--- config.mk ---
export PLATFORM = sky130hd
export DESIGN_NAME = fx2_slavefifo_sched
export DESIGN_NICKNAME = d
export VERILOG_FILES = /design/src/rtl/fx2_pkg.sv /design/src/rtl/fx2_pktend_timer.sv /design/src/rtl/fx2_slavefifo_sched.sv
export SDC_FILE = /design/constraint.sdc
export NUM_CORES = 1
export LEC_CHECK = 0
export BUFFER_PORTS_ARGS = -buffer_cell sky130_fd_sc_hd__buf_4
export CAP_MARGIN = 20
export CORE_UTILIZATION = 50
export DETAILED_ROUTE_END_ITERATION = 16
export PLACE_DENSITY = 0.86
export SETUP_SLACK_MARGIN = 0.5
export SLEW_MARGIN = 20
export SYNTH_ARGS = -nofsm -noshare
export SYNTH_HDL_FRONTEND = slang
export SYNTH_SLANG_ARGS = --single-unit
--- constraint.sdc ---
create_clock -name fx2_IFCLK -period 2.56 [get_ports fx2_IFCLK]
set_input_delay 0.768 -clock fx2_IFCLK [delete_from_list [all_inputs] [get_ports fx2_IFCLK]]
set_output_delay 0.768 -clock fx2_IFCLK [all_outputs]
set_load 0.01 [all_outputs]
--- src/rtl/fx2_pkg.sv ---
// Shared types and constants for the FX2LP slave-FIFO scheduler.
package fx2_pkg;

  typedef enum logic [2:0] {
    ST_IDLE   = 3'd0,
    ST_RD_ADR = 3'd1,
    ST_RD     = 3'd2,
    ST_WR_ADR = 3'd3,
    ST_WR     = 3'd4,
    ST_PKTEND = 3'd5
  } fx2_state_t;

  localparam logic [1:0] FX2_ADR_EP2 = 2'b00;
  localparam logic [1:0] FX2_ADR_EP6 = 2'b10;

  localparam int FX2_PKT_WORDS      = 256;
  localparam int FX2_BURST_MAX      = 16;
  localparam int FX2_PKTEND_TIMEOUT = 1024;

endpackage

--- src/rtl/fx2_pktend_timer.sv ---
// Tracks the partial EP6 packet fill level and decides when a PKTEND
// commit is due (explicit flush request or idle timeout).
module fx2_pktend_timer
  import fx2_pkg::*;
#(
  parameter int PKT_WORDS      = FX2_PKT_WORDS,
  parameter int PKTEND_TIMEOUT = FX2_PKTEND_TIMEOUT
) (
  input  logic clk,
  input  logic rst,
  input  logic wr_stb,
  input  logic end_stb,
  input  logic tx_flush,
  output logic end_req
);

  localparam int PW = $clog2(PKT_WORDS);
  localparam int TW = $clog2(PKTEND_TIMEOUT + 1);

  logic [PW-1:0] pkt_cnt_r;
  logic [PW-1:0] pkt_next_s;
  logic [TW-1:0] tmo_cnt_r;
  logic          flush_pend_r;
  logic          timeout_s;

  // fill level after this cycle; a wrap to zero is the FX2 auto-commit
  always_comb begin
    pkt_next_s = pkt_cnt_r;
    if (end_stb) begin
      pkt_next_s = {PW{1'b0}};
    end else if (wr_stb) begin
      if (pkt_cnt_r == PW'(PKT_WORDS - 1)) begin
        pkt_next_s = {PW{1'b0}};
      end else begin
        pkt_next_s = pkt_cnt_r + PW'(1);
      end
    end else begin
      pkt_next_s = pkt_cnt_r;
    end
  end

  // fill level, pending flush and idle timeout registers
  always_ff @(posedge clk or posedge rst) begin
    if (rst) begin
      pkt_cnt_r    <= {PW{1'b0}};
      flush_pend_r <= 1'b0;
      tmo_cnt_r    <= {TW{1'b0}};
    end else begin
      pkt_cnt_r <= pkt_next_s;
      // a flush that would leave nothing to commit is dropped
      if (end_stb || pkt_next_s == {PW{1'b0}}) begin
        flush_pend_r <= 1'b0;
      end else if (tx_flush) begin
        flush_pend_r <= 1'b1;
      end
      if (end_stb || wr_stb || pkt_cnt_r == {PW{1'b0}}) begin
        tmo_cnt_r <= {TW{1'b0}};
      end else if (tmo_cnt_r != TW'(PKTEND_TIMEOUT)) begin
        tmo_cnt_r <= tmo_cnt_r + TW'(1);
      end
    end
  end

  assign timeout_s = (tmo_cnt_r == TW'(PKTEND_TIMEOUT));
  assign end_req   = (flush_pend_r | timeout_s) & (pkt_cnt_r != {PW{1'b0}});

endmodule

--- src/rtl/fx2_slavefifo_sched.sv ---
// Arbiter/sequencer sharing the FX2LP slave-FIFO bus between an EP2 reader
// (RX stream) and an EP6 writer (TX stream) with PKTEND short-packet commit.
module fx2_slavefifo_sched
  import fx2_pkg::*;
#(
  parameter int DATA_W         = 16,
  parameter int PKT_WORDS      = FX2_PKT_WORDS,
  parameter int BURST_MAX      = FX2_BURST_MAX,
  parameter int PKTEND_TIMEOUT = FX2_PKTEND_TIMEOUT
) (
  input  logic              fx2_IFCLK,
  input  logic              rst,
  input  logic              flag_ep2_avail,
  input  logic              flag_ep6_space,
  output logic [1:0]        fifoadr,
  output logic              sloe_n,
  output logic              slrd_n,
  output logic              slwr_n,
  output logic              pktend_n,
  input  logic [DATA_W-1:0] fd_in,
  output logic [DATA_W-1:0] fd_out,
  output logic              fd_oe,
  output logic [DATA_W-1:0] rx_data,
  output logic              rx_valid,
  input  logic              rx_ready,
  input  logic [DATA_W-1:0] tx_data,
  input  logic              tx_valid,
  output logic              tx_ready,
  input  logic              tx_flush,
  output logic [2:0]        state_dbg
);

  localparam int BW = $clog2(BURST_MAX + 1);

  fx2_state_t        state_r;
  logic [1:0]        fifoadr_r;
  logic              last_wr_r;
  logic              adr_for_end_r;
  logic [BW-1:0]     burst_cnt_r;
  logic [DATA_W-1:0] rx_data_r;
  logic              rx_valid_r;

  logic rd_req_s;
  logic wr_req_s;
  logic end_req_s;
  logic rd_stb_s;
  logic wr_stb_s;
  logic burst_last_s;

  assign rd_req_s     = flag_ep2_avail & rx_ready;
  assign wr_req_s     = flag_ep6_space & tx_valid;
  assign rd_stb_s     = (state_r == ST_RD) & rd_req_s;
  assign wr_stb_s     = (state_r == ST_WR) & wr_req_s;
  assign burst_last_s = (burst_cnt_r == BW'(BURST_MAX - 1));

  fx2_pktend_timer #(
    .PKT_WORDS      (PKT_WORDS),
    .PKTEND_TIMEOUT (PKTEND_TIMEOUT)
  ) u_timer (
    .clk      (fx2_IFCLK),
    .rst      (rst),
    .wr_stb   (wr_stb_s),
    .end_stb  (state_r == ST_PKTEND),
    .tx_flush (tx_flush),
    .end_req  (end_req_s)
  );

  // arbitration, sequencing and the registered address / RX capture
  always_ff @(posedge fx2_IFCLK or posedge rst) begin
    if (rst) begin
      state_r       <= ST_IDLE;
      fifoadr_r     <= FX2_ADR_EP2;
      last_wr_r     <= 1'b1;
      adr_for_end_r <= 1'b0;
      burst_cnt_r   <= {BW{1'b0}};
      rx_data_r     <= {DATA_W{1'b0}};
      rx_valid_r    <= 1'b0;
    end else begin
      rx_valid_r <= rd_stb_s;
      if (rd_stb_s) begin
        rx_data_r <= fd_in;
      end
      case (state_r)
        ST_IDLE: begin
          if (end_req_s) begin
            adr_for_end_r <= 1'b1;
            if (fifoadr_r == FX2_ADR_EP6) begin
              state_r <= ST_PKTEND;
            end else begin
              fifoadr_r <= FX2_ADR_EP6;
              state_r   <= ST_WR_ADR;
            end
          end else if (rd_req_s && (!wr_req_s || last_wr_r)) begin
            last_wr_r   <= 1'b0;
            burst_cnt_r <= {BW{1'b0}};
            if (fifoadr_r == FX2_ADR_EP2) begin
              state_r <= ST_RD;
            end else begin
              fifoadr_r <= FX2_ADR_EP2;
              state_r   <= ST_RD_ADR;
            end
          end else if (wr_req_s) begin
            last_wr_r     <= 1'b1;
            adr_for_end_r <= 1'b0;
            burst_cnt_r   <= {BW{1'b0}};
            if (fifoadr_r == FX2_ADR_EP6) begin
              state_r <= ST_WR;
            end else begin
              fifoadr_r <= FX2_ADR_EP6;
              state_r   <= ST_WR_ADR;
            end
          end
        end
        ST_RD_ADR: begin
          state_r <= ST_RD;
        end
        ST_WR_ADR: begin
          state_r <= adr_for_end_r ? ST_PKTEND : ST_WR;
        end
        ST_RD: begin
          if (rd_req_s) begin
            burst_cnt_r <= burst_cnt_r + BW'(1);
          end
          if (!rd_req_s || burst_last_s) begin
            state_r <= ST_IDLE;
          end
        end
        ST_WR: begin
          if (wr_req_s) begin
            burst_cnt_r <= burst_cnt_r + BW'(1);
          end
          if (!wr_req_s || burst_last_s) begin
            state_r <= ST_IDLE;
          end
        end
        ST_PKTEND: begin
          adr_for_end_r <= 1'b0;
          state_r       <= ST_IDLE;
        end
        default: begin
          state_r <= ST_IDLE;
        end
      endcase
    end
  end

  // RD/WR strobes must react to flag drops in the same cycle, so they gate on live requests
  always_comb begin
    sloe_n   = 1'b1;
    slrd_n   = 1'b1;
    slwr_n   = 1'b1;
    pktend_n = 1'b1;
    fd_oe    = 1'b0;
    fd_out   = {DATA_W{1'b0}};
    tx_ready = 1'b0;
    case (state_r)
      ST_RD: begin
        sloe_n = 1'b0;
        slrd_n = ~rd_req_s;
      end
      ST_WR: begin
        fd_oe    = 1'b1;
        fd_out   = tx_data;
        slwr_n   = ~wr_req_s;
        tx_ready = wr_req_s;
      end
      ST_PKTEND: begin
        pktend_n = 1'b0;
      end
      default: begin
        sloe_n = 1'b1;
      end
    endcase
  end

  assign fifoadr   = fifoadr_r;
  assign rx_data   = rx_data_r;
  assign rx_valid  = rx_valid_r;
  assign state_dbg = state_r;

endmodule
==> impl_metrics.toml, run 1 <==
[routing]
detail_route.first_pass.iterations = 5
via_count = 2535
drt_wl_total_um = 7350
drt_iter0_drc = 204
final_antenna_net_count = 0
drcViolationCount = 0
routed_wire_length_per_instance_um = 15.5
via_per_inst = 5.36

[yosys]
synth_compound_gate_area_share_pct = 9.69
yosysTopAreaCell = "sky130_fd_sc_hd__dfrtp_1"
area_share_of_fa_ha_maj_cells_after_synthesis_pct = 2.85
yosys-top-cells-count = "sky130_fd_sc_hd__nand2_1 (68), sky130_fd_sc_hd__dfrtp_1 (48), sky130_fd_sc_hd__nor2_1 (37), sky130_fd_sc_hd__and2_1 (17), sky130_fd_sc_hd__inv_1 (13)"
synthArstFlopShare_pct = 100
synth_ff_type = "sky130_fd_sc_hd__dfrtp_1"
ys_top_cells_by_area = "sky130_fd_sc_hd__dfrtp_1 (46%), sky130_fd_sc_hd__nand2_1 (9.7%), sky130_fd_sc_hd__nor2_1 (5.3%)"
ys_seq_elements = 49
synth-edff-count = 0
yosys.area.top_type_share_pct = 45.6
postSynthNetCount = 344
synthDistinctLibCells = 49
netlist_area_sq_mm = 0.00263
synth.mux.area_fraction_pct = 1.14
avgSynthCellArea_sq_um = 8.81
synth.yosys.seq_area_share_pct = 46.6
synth_xor_xnor_area_share_pct = 5.99
synth_top_family_by_area = "simple AND/OR/NAND/NOR gates"
most_instantiated_library_cell_after_synthesis = "sky130_fd_sc_hd__nand2_1"
post_synth_inst_count = 299
synth_warnings = 0
yosys.area_share.simple_pct = 29.5

[clock_tree]
clockBufferDepth = 2
clk_root_buffer_cell = "sky130_fd_sc_hd__clkbuf_8"
cts.reportedPaths.clkPinSlew_ns = 0.10
htree_num_levels = 2
cts_num_sinks = 49
clock_insertion_delay_worst_skew_ns = 0.33
cts_buffers = 5
clock_tree_from_tritoncts = "yes"
cts-hold-fix-buffers = 0

[grt]
grt_antenna_before_repair = 0
grt_start_max_net_pins = 26
grt.overflow.total = 0
globalRouteTotalUtil_pct = 24.8
first_global_vias = 2254
wire_length_of_the_first_global_routing_pass_um = 10400

[floorplanning]
die_h_um = 74.6
initial_utilization_pct = 51.9
design.core.area_sq_mm = 0.00507
full_die_area_sq_mm = 0.00556
boundaryPins = 83
die_width_um = 74.6
rows = 26

[place]
place.detailed.hpwl_um = 4640
port_buffers = 82
number_of_cells_in_the_design_after_placement = 448
final_weighted_congestion_in_routability_driven_placement = 0.933
preCtsSetupSlack_ns = 0.309

[timing]
report.final.hold_viol_count = 0
fmaxAchievable_mhz = 420
max_slew_margin_pct = 62.8
post_route_setup_tns_ns = 0
report.final.slew_viol_count = 0
finClkSkew_ns = 0.0141
grt_setup_unrepaired = "yes"
post-route-worst-setup-slack_ns = 0.181
tightest_slew_ns = 0.557
hold_ws_ns = 0.481
finalSetupViolCount = 0
post-route-period-util_pct = 92.9
layout_min_cycle_time_ns = 2.38

[cells_and_area]
design.final.nets = 447
inserted_diodes = 0
finalCoreUtilization_pct = 73.6
final_cell_count_no_fill = 473
layout-drive-gt1-share_pct = 37.5
area.growth.synth_to_final_pct = 41.8

[setup_path]
worstSetupStartpointType = "flop"
setup.worst_path.end_class = "primary output"
critical_path_required_ns = 1.79
worst-setup-path-type = "reg -> out"
endpoint_arrival_time_on_the_critical_path_ns = 1.61
timing.critical_path.fanout_max = 9

[run_status]
outcome = "completed"

[pwr]
power_density_mw_per_mm2 = 894
irDropWorstVdd_uv = 552
power.leakage_nw = 1.87

[hold_path]
hp-class = "in -> async"

[run]
max_capacitance_violation_total = 0
## worst max-delay path, cell delays in order (launching register included)
cell	delay, ns
sky130_fd_sc_hd__dfrtp_2	0.42
sky130_fd_sc_hd__or3b_4	0.48
sky130_fd_sc_hd__inv_8	0.11
sky130_fd_sc_hd__and2_1	0.16
sky130_fd_sc_hd__buf_4	0.13
## through the flow
| stage | power [mW] | area (sq um) |
|---|---|---|
| 2_1_floorplan | 2.04 | 2690 |
| 3_3_place_gp | 2.53 | 3370 |
| 3_5_place_dp | 2.58 | 3370 |
| 4_1_cts | 3.18 | 3610 |
| 5_1_grt | 3.54 | 3730 |
| 6_report | 3.34 | 3730 |
## cells in the final DEF, fill, tap and decap left out, types with 6 or more instances in the layout
cell type | synthesis | routed
sky130_fd_sc_hd__xnor2_1 | 10 | 10
sky130_fd_sc_hd__and2_4 | 0 | 12
sky130_fd_sc_hd__nor2_1 | 37 | 35
sky130_fd_sc_hd__buf_4 | 0 | 90
sky130_fd_sc_hd__inv_1 | 13 | 10
sky130_fd_sc_hd__ha_1 | 6 | 6
sky130_fd_sc_hd__nand2_1 | 68 | 67
sky130_fd_sc_hd__buf_6 | 1 | 13
sky130_fd_sc_hd__dfrtp_1 | 48 | 45
sky130_fd_sc_hd__nand3_1 | 7 | 7
sky130_fd_sc_hd__a21oi_1 | 11 | 11
sky130_fd_sc_hd__xor2_1 | 8 | 8
sky130_fd_sc_hd__and3_1 | 6 | 6
## registers in the layout (all words and copies together) (netlist names)
| name | cells |
|---|---|
| u_timer.tmo_cnt_r | 11 |
| rx_valid | 1 |
| adr_for_end_r | 1 |
| u_timer.pkt_cnt_r | 8 |
| fifoadr | 2 |
| rx_data | 16 |
| state_dbg | 3 |
| last_wr_r | 1 |
| u_timer.flush_pend_r | 1 |
| burst_cnt_r | 5 |
## final timing paths
check / end / cells after the start / from / slack (ns)
max in group asynchronous: last_wr_r / 3 / rst / 1.46
max: fd_out[2] / 4 / state_dbg[1] / 0.18
min in group fx2_IFCLK: rx_data[0] / 2 / rx_data[0] / 0.48
max reg2reg: u_timer.flush_pend_r / 9 / state_dbg[1] / 0.45
min: u_timer.tmo_cnt_r[1] / 2 / rst / 0.48
min reg2reg: rx_data[0] / 2 / rx_data[0] / 0.48
## final cells by class
| class | instances | area, sq um |
|---|---|---|
| sequential | 49 | 1230 |
| timing repair buffer | 105 | 857 |
| multi-input combinational | 225 | 1390 |
| timing repair inverter | 1 | 8.76 |
| inverter | 15 | 66.3 |
| fill | 374 | 1340 |
| clock buffer | 5 | 68.8 |
| clock inverter | 3 | 22.5 |
| tap | 70 | 87.6 |
## routing by layer
layer	wire, um	share of wire (%)	vias up	GRT usage [%]
li1	-	-	1201	-
met1	2850	39	1217	31.9
met2	3920	53	95	42.4
met3	407	5.5	22	4.07
met4	176	2.4	0	8.81
met5	0	0	-	0
## timing repair
action                                 CTS  global route
pin swaps                                4             8
buffers inserted                        11             5
setup endpoints to repair               28            26
gates cloned                             1             0
resized for setup                       15            23
endpoints found under the hold margin    0             0
## where the power goes
part	leakage (nW)	switching, mW	total, mW	internal [mW]
clock	0.0481	0.288	0.482	0.194
sequential	0.639	0.177	1.17	0.997
combinational	1.18	0.871	1.68	0.813
## cells by family (layout without fill, tap and decap cells)
kind of cell | after synthesis | in the layout
buf+inv | 25 | 129
fa+ha+maj | 6 | 6
simple gates | 160 | 160
xor+xnor | 18 | 18
flops | 49 | 49
mux | 3 | 3
compound gates | 38 | 38
(Power assumes the default switching activity.)
==> run 2, diff against run 1 <==
- GPL_TIMING_DRIVEN: unset -> 0
==> run 2 against run 1 <==
Worst hold slack improved by 0.0072 ns; via count up 0.39%; sequential power is essentially flat; combinational power rose by 3%; count of clock-buffer cells in the layout unchanged; fmax shrank 3.4%; wire length down 4.4%; clock power increased by 16%; register-to-register slack improved by 0.02 ns; clock skew fell by 0.0051 ns; non-clock buffer count is 4 higher; critical endpoint is now fd_out[8].
==> impl_metrics.toml, run 2 (synthesis gave the netlist of run 1 again) <==
[run_status]
outcome = "completed"

[clock_tree]
cts-hold-fix-buffers = 0
cts.reportedPaths.clkPinSlew_ns = 0.09
cts_buffers = 5
clockBufferDepth = 2
clk_root_buffer_cell = "sky130_fd_sc_hd__clkbuf_8"
cts_num_sinks = 49
clock_tree_from_tritoncts = "yes"
clock_insertion_delay_worst_skew_ns = 0.31
htree_num_levels = 2

[timing]
post-route-worst-setup-slack_ns = 0.0970
hold_ws_ns = 0.488
report.final.hold_viol_count = 0
tightest_slew_ns = 0.562
post-route-period-util_pct = 96.2
grt_setup_unrepaired = "yes"
report.final.slew_viol_count = 0
finClkSkew_ns = 0.00901
max_slew_margin_pct = 62.5
finalSetupViolCount = 0
fmaxAchievable_mhz = 406
layout_min_cycle_time_ns = 2.46

[cells_and_area]
area.growth.synth_to_final_pct = 44.2
inserted_diodes = 0
layout_commonest_cell = "sky130_fd_sc_hd__buf_4"
most-common-layout-cells = "sky130_fd_sc_hd__buf_4 (80), sky130_fd_sc_hd__nand2_1 (68), sky130_fd_sc_hd__dfrtp_1 (46), sky130_fd_sc_hd__nor2_1 (36), sky130_fd_sc_hd__buf_6 (18)"
design.final.nets = 450
final_cell_count_no_fill = 476
largest_reg_flops = 16
fillerInstances = 354
layout-drive-gt1-share_pct = 36.7

[setup_path]
reg2regPathDepth = 7
worstSetupStartpointType = "flop"
endpoint_arrival_time_on_the_critical_path_ns = 1.69
worst-setup-path-type = "reg -> out"
timing.critical_path.fanout_max = 8
critical_path_required_ns = 1.79
setup.worst_path.end_class = "primary output"

[grt]
grt.overflow.total = 0
grt_start_max_net_pins = 26
grt_antenna_before_repair = 0
first_global_vias = 2363
wire_length_of_the_first_global_routing_pass_um = 10700
globalRouteTotalUtil_pct = 25.6

[place]
port_buffers = 82
number_of_cells_in_the_design_after_placement = 452
place.detailed.hpwl_um = 4690
preCtsSetupSlack_ns = 0.166
final_weighted_congestion_in_routability_driven_placement = 0.927

[floorplanning]
boundaryPins = 83
rows = 26
die_h_um = 74.6
die_width_um = 74.6
full_die_area_sq_mm = 0.00556
design.core.area_sq_mm = 0.00507
initial_utilization_pct = 51.9

[pwr]
switching_share_pct = 37.8
p_total_mw = 3.46
share_comb_of_total_power_pct = 50.0
netSwitchingPower_mw = 1.31
seq_power_share_pct = 33.9
power_density_mw_per_mm2 = 911
power_frac_clock_pct = 16.2
irDropWorstVdd_uv = 567
power.leakage_nw = 1.89
internal_power_of_the_cells_mw = 2.15

[routing]
via_per_inst = 5.35
final_antenna_net_count = 0
via_count = 2545
drcViolationCount = 0
detail_route.first_pass.iterations = 4
routed_wire_length_per_instance_um = 14.8
drt_iter0_drc = 187
drt_wl_total_um = 7030

[hold_path]
hp-class = "reg -> reg"
hold_depth = 2

[run]
max_capacitance_violation_total = 0
-- run 2: changes by cell type in the layout (fill, tap and decap cells not counted), moves of 2 or more --
cell                       before  now
sky130_fd_sc_hd__buf_4         90   80
sky130_fd_sc_hd__buf_6         13   18
sky130_fd_sc_hd__clkbuf_8       5    8
sky130_fd_sc_hd__clkinv_4       3    0
sky130_fd_sc_hd__a21oi_1       11    9
sky130_fd_sc_hd__a21oi_2        0    2
sky130_fd_sc_hd__clkbuf_4       0    2
sky130_fd_sc_hd__inv_6          0    2
-- run 2: timing repair --
action | 4_1_cts | 5_1_grt
pin swaps | 5 | 6
cloned | 1 | 0
buffers inserted | 14 | 1
gates resized for setup | 27 | 18
endpoints found under the setup margin | 32 | 42
-- run 2: path summary, 6_finish.rpt --
path / from / slack, ns / end
setup / recovery: state_dbg[0] / 0.1 / fd_out[8]
hold / removal: rx_data[12] / 0.49 / rx_data[12]
setup reg to reg: state_dbg[0] / 0.47 / u_timer.flush_pend_r
hold reg to reg: rx_data[12] / 0.49 / rx_data[12]
max in group asynchronous: rst / 1.53 / u_timer.pkt_cnt_r[1]
min in group asynchronous: rst / 0.51 / rx_data[13]
-- run 2: cell type report --
class | count | area [sq um] | share of cell area (%)
buffer | 10 | 95.1 | 2.50
clock buffer | 5 | 68.8 | 1.81
clock inverter | 3 | 43.8 | 1.15
inverter | 15 | 68.8 | 1.81
multi-input combinational | 225 | 1380 | 36.3
sequential | 49 | 1230 | 32.4
tap | 70 | 87.6 | 2.31
timing repair buffer | 99 | 827 | 21.8
-- run 2: per-layer routing --
layer / vias up / wire [um] / GRT usage [%]
met4: 0 / 197 / 11.3
met2: 76 / 3650 / 42.3
met5: - / 0 / 0
met3: 17 / 421 / 5.15
met1: 1241 / 2760 / 32.6
li1: 1211 / - / -
-- run 2: power by group through the flow --
stage	registers (mW)	logic [mW]	clock network, mW
final	1.17	1.73	0.560
after global routing	1.20	1.87	0.602
after CTS	1.16	1.62	0.567
after detailed placement	1.19	1.42	0
after global placement	1.18	1.37	0
after floorplan	1.22	0.824	0
-- run 2: metrics by stage --
stage,setup TNS [ns],area (sq um),utilization (%)
5_1_grt,0,3800,74.9
3_5_place_dp,0,3420,67.3
6_report,0,3800,74.9
4_1_cts,0,3740,73.7
3_3_place_gp,-0.258,3400,66.9
2_1_floorplan,0,2690,-
-- run 2: worst max-delay path: stages, from the launching register on --
cell	delay [ns]
sky130_fd_sc_hd__dfrtp_1	0.41
sky130_fd_sc_hd__or3b_1	0.42
sky130_fd_sc_hd__buf_6	0.16
sky130_fd_sc_hd__inv_8	0.07
sky130_fd_sc_hd__buf_8	0.10
sky130_fd_sc_hd__and2_4	0.13
sky130_fd_sc_hd__buf_6	0.09
